--- src/rtl/cell_alu_pipe.sv ---
// Run-length cell ALU (INC/DEC by count, CLR, PASS) with wrap/saturate arithmetic,
// followed by a 2-entry skid buffer and overflow/transfer status registers.
module cell_alu_pipe #(
  parameter int DATA_W  = 8,
  parameter int COUNT_W = 8,
  parameter int OPCNT_W = 16
) (
  input  logic               clk,
  input  logic               reset,
  input  logic               in_valid_i,
  output logic               in_ready_o,
  input  logic [1:0]         op_i,
  input  logic [DATA_W-1:0]  data_i,
  input  logic [COUNT_W-1:0] count_i,
  input  logic               sat_i,
  output logic               out_valid_o,
  input  logic               out_ready_i,
  output logic [DATA_W-1:0]  result_o,
  output logic               zero_o,
  output logic               overflow_o,
  output logic               ovf_sticky_o,
  input  logic               clr_sticky_i,
  output logic [OPCNT_W-1:0] op_count_o
);

  generate
    if (COUNT_W > DATA_W) begin : g_bad_count_w
      $error("cell_alu_pipe: COUNT_W must not exceed DATA_W");
    end
  endgenerate

  localparam logic [1:0] OP_INC = 2'b00;
  localparam logic [1:0] OP_DEC = 2'b01;
  localparam logic [1:0] OP_CLR = 2'b10;

  logic [DATA_W:0]   step_ext;
  logic [DATA_W:0]   sum;
  logic [DATA_W:0]   diff;
  logic [DATA_W-1:0] alu_result;
  logic              alu_zero;
  logic              alu_ovf;

  always_comb begin
    step_ext = (count_i == '0) ? {{DATA_W{1'b0}}, 1'b1}
                               : {{(DATA_W + 1 - COUNT_W){1'b0}}, count_i};
    sum        = {1'b0, data_i} + step_ext;
    diff       = {1'b0, data_i} - step_ext;
    alu_result = data_i;
    alu_ovf    = 1'b0;
    case (op_i)
      OP_INC: begin
        alu_ovf    = sum[DATA_W];
        alu_result = (sat_i && sum[DATA_W]) ? '1 : sum[DATA_W-1:0];
      end
      OP_DEC: begin
        alu_ovf    = diff[DATA_W];
        alu_result = (sat_i && diff[DATA_W]) ? '0 : diff[DATA_W-1:0];
      end
      OP_CLR:  alu_result = '0;
      default: alu_result = data_i;
    endcase
    alu_zero = (alu_result == '0);
  end

  logic              main_valid_q, main_valid_d;
  logic [DATA_W-1:0] main_result_q, main_result_d;
  logic              main_zero_q, main_zero_d;
  logic              main_ovf_q, main_ovf_d;
  logic              skid_valid_q, skid_valid_d;
  logic [DATA_W-1:0] skid_result_q, skid_result_d;
  logic              skid_zero_q, skid_zero_d;
  logic              skid_ovf_q, skid_ovf_d;
  logic              in_ready_q, in_ready_d;
  logic              sticky_q, sticky_d;
  logic [OPCNT_W-1:0] opcnt_q, opcnt_d;

  logic in_fire;
  logic out_fire;

  always_comb begin
    in_fire  = in_valid_i & in_ready_q;
    out_fire = main_valid_q & out_ready_i;

    main_valid_d  = main_valid_q;
    main_result_d = main_result_q;
    main_zero_d   = main_zero_q;
    main_ovf_d    = main_ovf_q;
    skid_valid_d  = skid_valid_q;
    skid_result_d = skid_result_q;
    skid_zero_d   = skid_zero_q;
    skid_ovf_d    = skid_ovf_q;

    if (out_fire || !main_valid_q) begin
      // Main slot frees up: skid has priority (input is blocked while it is full).
      if (skid_valid_q) begin
        main_valid_d  = 1'b1;
        main_result_d = skid_result_q;
        main_zero_d   = skid_zero_q;
        main_ovf_d    = skid_ovf_q;
        skid_valid_d  = 1'b0;
      end else if (in_fire) begin
        main_valid_d  = 1'b1;
        main_result_d = alu_result;
        main_zero_d   = alu_zero;
        main_ovf_d    = alu_ovf;
      end else begin
        main_valid_d  = 1'b0;
      end
    end else if (in_fire) begin
      skid_valid_d  = 1'b1;
      skid_result_d = alu_result;
      skid_zero_d   = alu_zero;
      skid_ovf_d    = alu_ovf;
    end

    in_ready_d = !skid_valid_d;

    sticky_d = sticky_q;
    if (out_fire && main_ovf_q) begin
      sticky_d = 1'b1;
    end else if (clr_sticky_i) begin
      sticky_d = 1'b0;
    end

    opcnt_d = out_fire ? opcnt_q + 1'b1 : opcnt_q;
  end

  always_ff @(posedge clk or posedge reset) begin
    if (reset) begin
      main_valid_q  <= 1'b0;
      main_result_q <= '0;
      main_zero_q   <= 1'b0;
      main_ovf_q    <= 1'b0;
      skid_valid_q  <= 1'b0;
      skid_result_q <= '0;
      skid_zero_q   <= 1'b0;
      skid_ovf_q    <= 1'b0;
      in_ready_q    <= 1'b1;
      sticky_q      <= 1'b0;
      opcnt_q       <= '0;
    end else begin
      main_valid_q  <= main_valid_d;
      main_result_q <= main_result_d;
      main_zero_q   <= main_zero_d;
      main_ovf_q    <= main_ovf_d;
      skid_valid_q  <= skid_valid_d;
      skid_result_q <= skid_result_d;
      skid_zero_q   <= skid_zero_d;
      skid_ovf_q    <= skid_ovf_d;
      in_ready_q    <= in_ready_d;
      sticky_q      <= sticky_d;
      opcnt_q       <= opcnt_d;
    end
  end

  assign in_ready_o   = in_ready_q;
  assign out_valid_o  = main_valid_q;
  assign result_o     = main_result_q;
  assign zero_o       = main_zero_q;
  assign overflow_o   = main_ovf_q;
  assign ovf_sticky_o = sticky_q;
  assign op_count_o   = opcnt_q;

endmodule

--- config.mk ---
export PLATFORM = sky130hd
export DESIGN_NAME = cell_alu_pipe
export DESIGN_NICKNAME = d
export VERILOG_FILES = /design/src/rtl/cell_alu_pipe.sv
export SDC_FILE = /design/constraint.sdc
export NUM_CORES = 1
export LEC_CHECK = 0
export BUFFER_PORTS_ARGS = -buffer_cell sky130_fd_sc_hd__buf_2
export CAP_MARGIN = 20
export CORE_AREA = 2 2 72 74
export CTS_BUF_LIST = sky130_fd_sc_hd__clkbuf_4 sky130_fd_sc_hd__clkbuf_8
export DETAILED_ROUTE_END_ITERATION = 8
export DIE_AREA = 0 0 74 76
export GPL_TIMING_DRIVEN = 0
export PLACE_DENSITY = 0.8
export SETUP_SLACK_MARGIN = 0.1
export SYNTH_ARGS = -nofsm -noshare
export SYNTH_HDL_FRONTEND = slang
export SYNTH_SLANG_ARGS = --single-unit
export TNS_END_PERCENT = 10
--- constraint.sdc ---
create_clock -name clk -period 2.3 [get_ports clk]
set_input_delay 0.23 -clock clk [delete_from_list [all_inputs] [get_ports clk]]
set_output_delay 0.23 -clock clk [all_outputs]
set_load 0.02 [all_outputs]
Word level (Yosys, flattened, before mapping)
Index checks and enable logic that the tools add are counted.
{"block": "classes", "n_div": 0, "n_eq_ne": 2, "n_shift": 0, "order_cmp": 0, "mux": 17, "bitwise_logic": 3, "addsub": 3, "reduce_logical": 13, "mul": 0}
{"op": "$mux 8", "n": 5}
{"op": "$pmux 8 s3", "n": 1}
{"op": "$add 16x1->16 const B", "n": 1}
{"op": "$logic_not 8->1", "n": 2}
{"op": "$mux 1", "n": 10}
{"op": "$add 8x8->9", "n": 1}
{"op": "$sub 8x8->9", "n": 1}
{"op": "$reduce_and 2->1", "n": 2}
{"op": "$reduce_bool 2->1", "n": 2}
{"op": "$logic_and 1x1->1", "n": 3}
{"op": "$and 1x1->1", "n": 2}
{"op": "$eq 2x1->1 const B", "n": 1}
{"op": "$eq 2x2->1 const B", "n": 1}
{"op": "$logic_not 1->1", "n": 2}
{"op": "$logic_not 2->1", "n": 1}
{"op": "$pmux 1 s2", "n": 1}
{"op": "$logic_or 1x1->1", "n": 1}
{"op": "$not 1->1", "n": 1}
{"block": "totals", "mem_count": 0, "in_bits": 24, "ff_bits": 40, "ramBits": 0, "output_inout_bits": 29, "latch_bits": 0, "mem_bits_ro": 0}

Logic depth before layout (Yosys ltp)
{"block": "logic_depth", "word_depth": 9, "ltp_mapped": 14, "ltp_nobuf": 13}

Worst setup path after synthesis
Ideal clock, no wire load.
{"block": "synth_path", "path_kind": "input-to-reg", "start": "input port count_i[6]", "end": "register main_zero_q, in the netlist zero_o", "path_stages": 13, "setup_ns": 0.103, "required_ns": 2.197, "t_arrival_ns": 2.792, "slack_ns": -0.595, "path_buffers": 0, "path_cell_list": "nor4_1 -> a41o_1 -> ha_1 -> inv_1 -> fa_1 -> a21o_1 -> nand3_1 -> a211o_1 -> a2111oi_0 -> or4_1 -> nor2_1 -> nand3_1 -> o41ai_2"}
{"block": "synth_via", "elab_chain_cells": 9, "word_cells_on_any_way": 12, "cone_classes": "add/sub: 2; mux: 6; reduce/logical: 4"}
{"element": "start: declaration", "line": "14", "source": "input logic [COUNT_W-1:0] count_i,"}
{"element": "$logic_not 8->1", "line": "44", "source": "step_ext = (count_i == '0) ? {{DATA_W{1'b0}}, 1'b1}"}
{"element": "$mux 8 (*)", "line": "44"}
{"element": "$sub 8x8->9 / $add 8x8->9 (equally long branches)", "line": "47, 46"}
{"element": "$logic_and 1x1->1 (on tied branches)", "line": "57, 53"}
{"element": "$mux 8 (on tied branches)", "line": "57, 53"}
{"element": "$pmux 8 s3 (*)", "line": "50", "source": "case (op_i)"}
{"element": "$logic_not 8->1 (*)", "line": "62", "source": "alu_zero = (alu_result == '0);"}
{"element": "$mux 1 (*)", "line": "101", "source": "end else if (in_fire) begin"}
{"element": "$mux 1 (*)", "line": "95", "source": "if (skid_valid_q) begin"}
{"element": "end signal: assignment", "line": "144", "source": "main_zero_q <= main_zero_d;"}
{"element": "end: declaration", "line": "67", "source": "logic main_zero_q, main_zero_d;"}
Mark *: on every way between the ends. The rest lies on a longest branch, timed or not. The select of a mux whose other input is x is not followed.
A chain may end at the register's enable or synchronous reset.

Worst setup path in the final report
Same ends and word-level chain as after synthesis.

==> results.md <==
* Final min period at 2.721 ns
* Crit path max fanout at 4
* Cell Chain, Critical Path: buf_8 > nor4_4 > a41o_1 > ha_2 > inv_2 > fa_2 > a21o_1 > nand3_2 > a211o_4 > a2111oi_4 > or4_1 > nor2_1 > nand3_2 > o41ai_2
* Worst Path Required at 2.49 ns
* Largest net degree at the start of global routing at 41
* Clock sinks at 40
* Die width at 74 µm
* Origin of the worst setup path: count_i[6]
* Max Transition Viols Final at 0
* Syn. warnings at 0
* Syn Nets at approximately 340
* Seq/Total Area, Yosys at a little under two fifths
* Initial antenna violation count at 0
* Global-route wire length before repair at 10520 µm
* Worst setup SP type: input port
* Top Ports at 53
* Post-synth EDFFs at 0
* Vias per cell at 5.485
* Arrival time at the worst endpoint at roughly 2.9 ns
* Port bufs at 51
* Final hold vios at 0
* Remaining DRCs at 0
* Clock slew at reported path FFs at 0.08 ns
* Chip Height at 76 µm
* Layout filler cell count at 412
* RePlAce Congestion at 0.8377
* Max Fclk at 0.3674 GHz
* Iter 0 DRT Violations at 105
* H-tree depth at 2
* Synthesized cell area at 0.002683 mm²
* Nets at 411
* Yosys cell types at 51
* Critical path class: input port to flop
* Worst skew pair latency at 0.29 ns
* Failing checks: negative setup slack
* RSZ-0062 raised after global routing: yes
* Cells after DPL at 421
* Most frequent cell after synthesis: dfrtp_1
* P per Cell Area at roughly 700 mW/mm²
* HP Class: input port to asynchronous set/reset pin
* DP HPWL at between 4000 and 5000 µm
* Crit path largest cell delay at 0.52 ns
* Final period util at 118.3%
* Setup violation total in the final timing report at 17
* Mean Syn Cell Area at approximately 8.9 µm²
* Async set-reset flop share out of synthesis at 100.0%
* Dominant synthesized flop cell: dfrtp_1
* Setup crit end kind: flop
* Worst path slowest cell: or4_1
* Post-Syn Instances at 300
* Clock Path Buffers at 2
* Slew @ Worst Pin at 0.7911 ns
* Vias in the first global route at 2418
* CP bufs+invs at 2
* Post-DRT Antenna Nets at 0
* WL/cell at 13.98 µm
* Cell taking the most area after synthesis: dfrtp_1
* Final WL at 6137 µm
* Post-route insts no fill at approximately 440
* Synthesized flop and latch total at 40
* Fin worst setup slack at -0.4215 ns
* Ratio of cells with drive above 1 in the final layout at 29.00%
* Leakage at 1.636 nW
* Max Cap Viol at 0
* Family with the most delay on the worst path: simple AND/OR/NAND/NOR gates
* Status: complete, but fails checks
* Worst r2r src: out_valid_o
* Top post-synthesis cells by area: dfrtp_1, ha_1, nand2_1
* Clk root buf: clkbuf_8
* Post-synth top area share at 36.38%
* Crit-path most repeated cell: nand3_2
* CTS buffer count at 5
* DRT Pass-1 Iters at 4
* Max VDD drop at 501.0 µV
* Effective utilization at floorplan at 54.61%
* Most common library cells after synthesis: dfrtp_1, nand2_1, o21ai_0, inv_1
* Std-Cell Rows at 26
* Via count at about 2400
* Diodes inserted at 0
* Slew HR at 47.18%
* Core Area at 0.004912 mm²
* Hold slack at just over 0.08 ns
* Clock Skew at about 0.0097 ns
* Layout area overhead at 24.58%
* Grt total ovfl at 0
* Global router's overall resource usage at 23.12%
* DIE AREA at 0.005624 mm²
* Hold_buf cts at 0
* CTS tree: built
-- through the flow --
step                total power (W)  worst slack, ns  setup TNS [ns]  area [µm²]  utilization [%]
floorplan                  0.001520          -0.4140          -2.051        2709                -
finish                     0.002310          -0.4215          -2.968        3342            68.03
global route               0.002467          -0.6332          -6.634        3342            68.03
detailed placement         0.001773          -0.9526          -11.43        3052            62.12
global placement           0.001740          -0.8738          -11.32        3052            62.12
CTS                        0.002308          -0.4248          -2.346        3297            67.12
-- flip-flops by register name, summed over array words and instances, names as in the netlist --
signal,flops
in_ready_o,1
ovf_sticky_o,1
zero_o,1
overflow_o,1
out_valid_o,1
skid_ovf_q,1
skid_zero_q,1
skid_valid_q,1
skid_result_q,8
op_count_o,16
result_o,8
-- path summary, 6_finish.rpt --
check	end	slack, ns	depth (start not counted)
hold / removal	op_count_o[7]	0.08	2
max in group asynchronous	op_count_o[6]	1.72	2
min in group clk	ovf_sticky_o	0.11	2
setup reg to reg	op_count_o[13]	0.35	8
hold reg to reg	op_count_o[15]	0.47	1
setup / recovery	zero_o	-0.42	14
-- placed cells by master, fill, tap and decap left out, drive strengths merged, types with 2 or more instances in the layout --
cell type / n
buf: 66
dfrtp: 39
nand2: 35
o21ai: 26
inv: 21
a21oi: 17
ha: 17
clkbuf: 17
nor2: 16
xnor2: 15
nand3: 13
xor2: 9
nand2b: 7
mux2: 6
and3: 6
a211oi: 5
a21o: 4
o31ai: 4
nor4: 4
and2: 3
nor2b: 3
mux2i: 3
o311ai: 3
o31a: 2
or4: 2
and4: 2
o21a: 2
nor3: 2
fa: 2
a2111oi: 2
-- kinds of logic (layout without fill, tap and decap cells) --
kind of cell / after synthesis / count (layout) / share of synthesized area [%]
and+or+nand+nor: 97 / 97 / 17.58
muxes: 9 / 9 / 3.638
adders and majority gates: 19 / 19 / 9.422
buffers and inverters: 36 / 105 / 5.597
AOI/OAI and AO/OA: 75 / 75 / 18.56
xor gates and xnor gates: 24 / 24 / 7.836
DFF: 40 / 40 / 37.36
-- layout make-up --
class	instances	area, µm²	area share, %
tap	70	87.58	2.621
inverter	21	78.83	2.359
sequential	40	1002	29.99
buffer	15	71.32	2.134
clock inverter	1	7.507	0.2246
multi-input combinational	224	1658	49.61
clock buffer	7	90.09	2.696
timing repair buffer	61	346.6	10.37
-- repair_timing --
item                                   in CTS  in global routing
gates resized for setup                    18                  9
endpoints found under the hold margin       0                  0
pin swaps                                   3                  1
buffers inserted                            8                  2
setup endpoints to repair                  20                 20
-- routing by layer --
layer  GRT usage (%)  routed length (µm)  vias to the layer above
li1                -                   -                     1179
met1           27.53                2538                     1144
met2           41.43                3241                       74
met3           3.307                 257                       11
met4           7.818                  99                        0
met5               0                   0                        -
-- power breakdown --
part / switching [W] / internal [W]
Clock: 0.000235 / 0.000255
Sequential: 0.000109 / 0.000859
Combinational: 0.000506 / 0.000347
No activity file was read; power rests on OpenSTA's default activity.
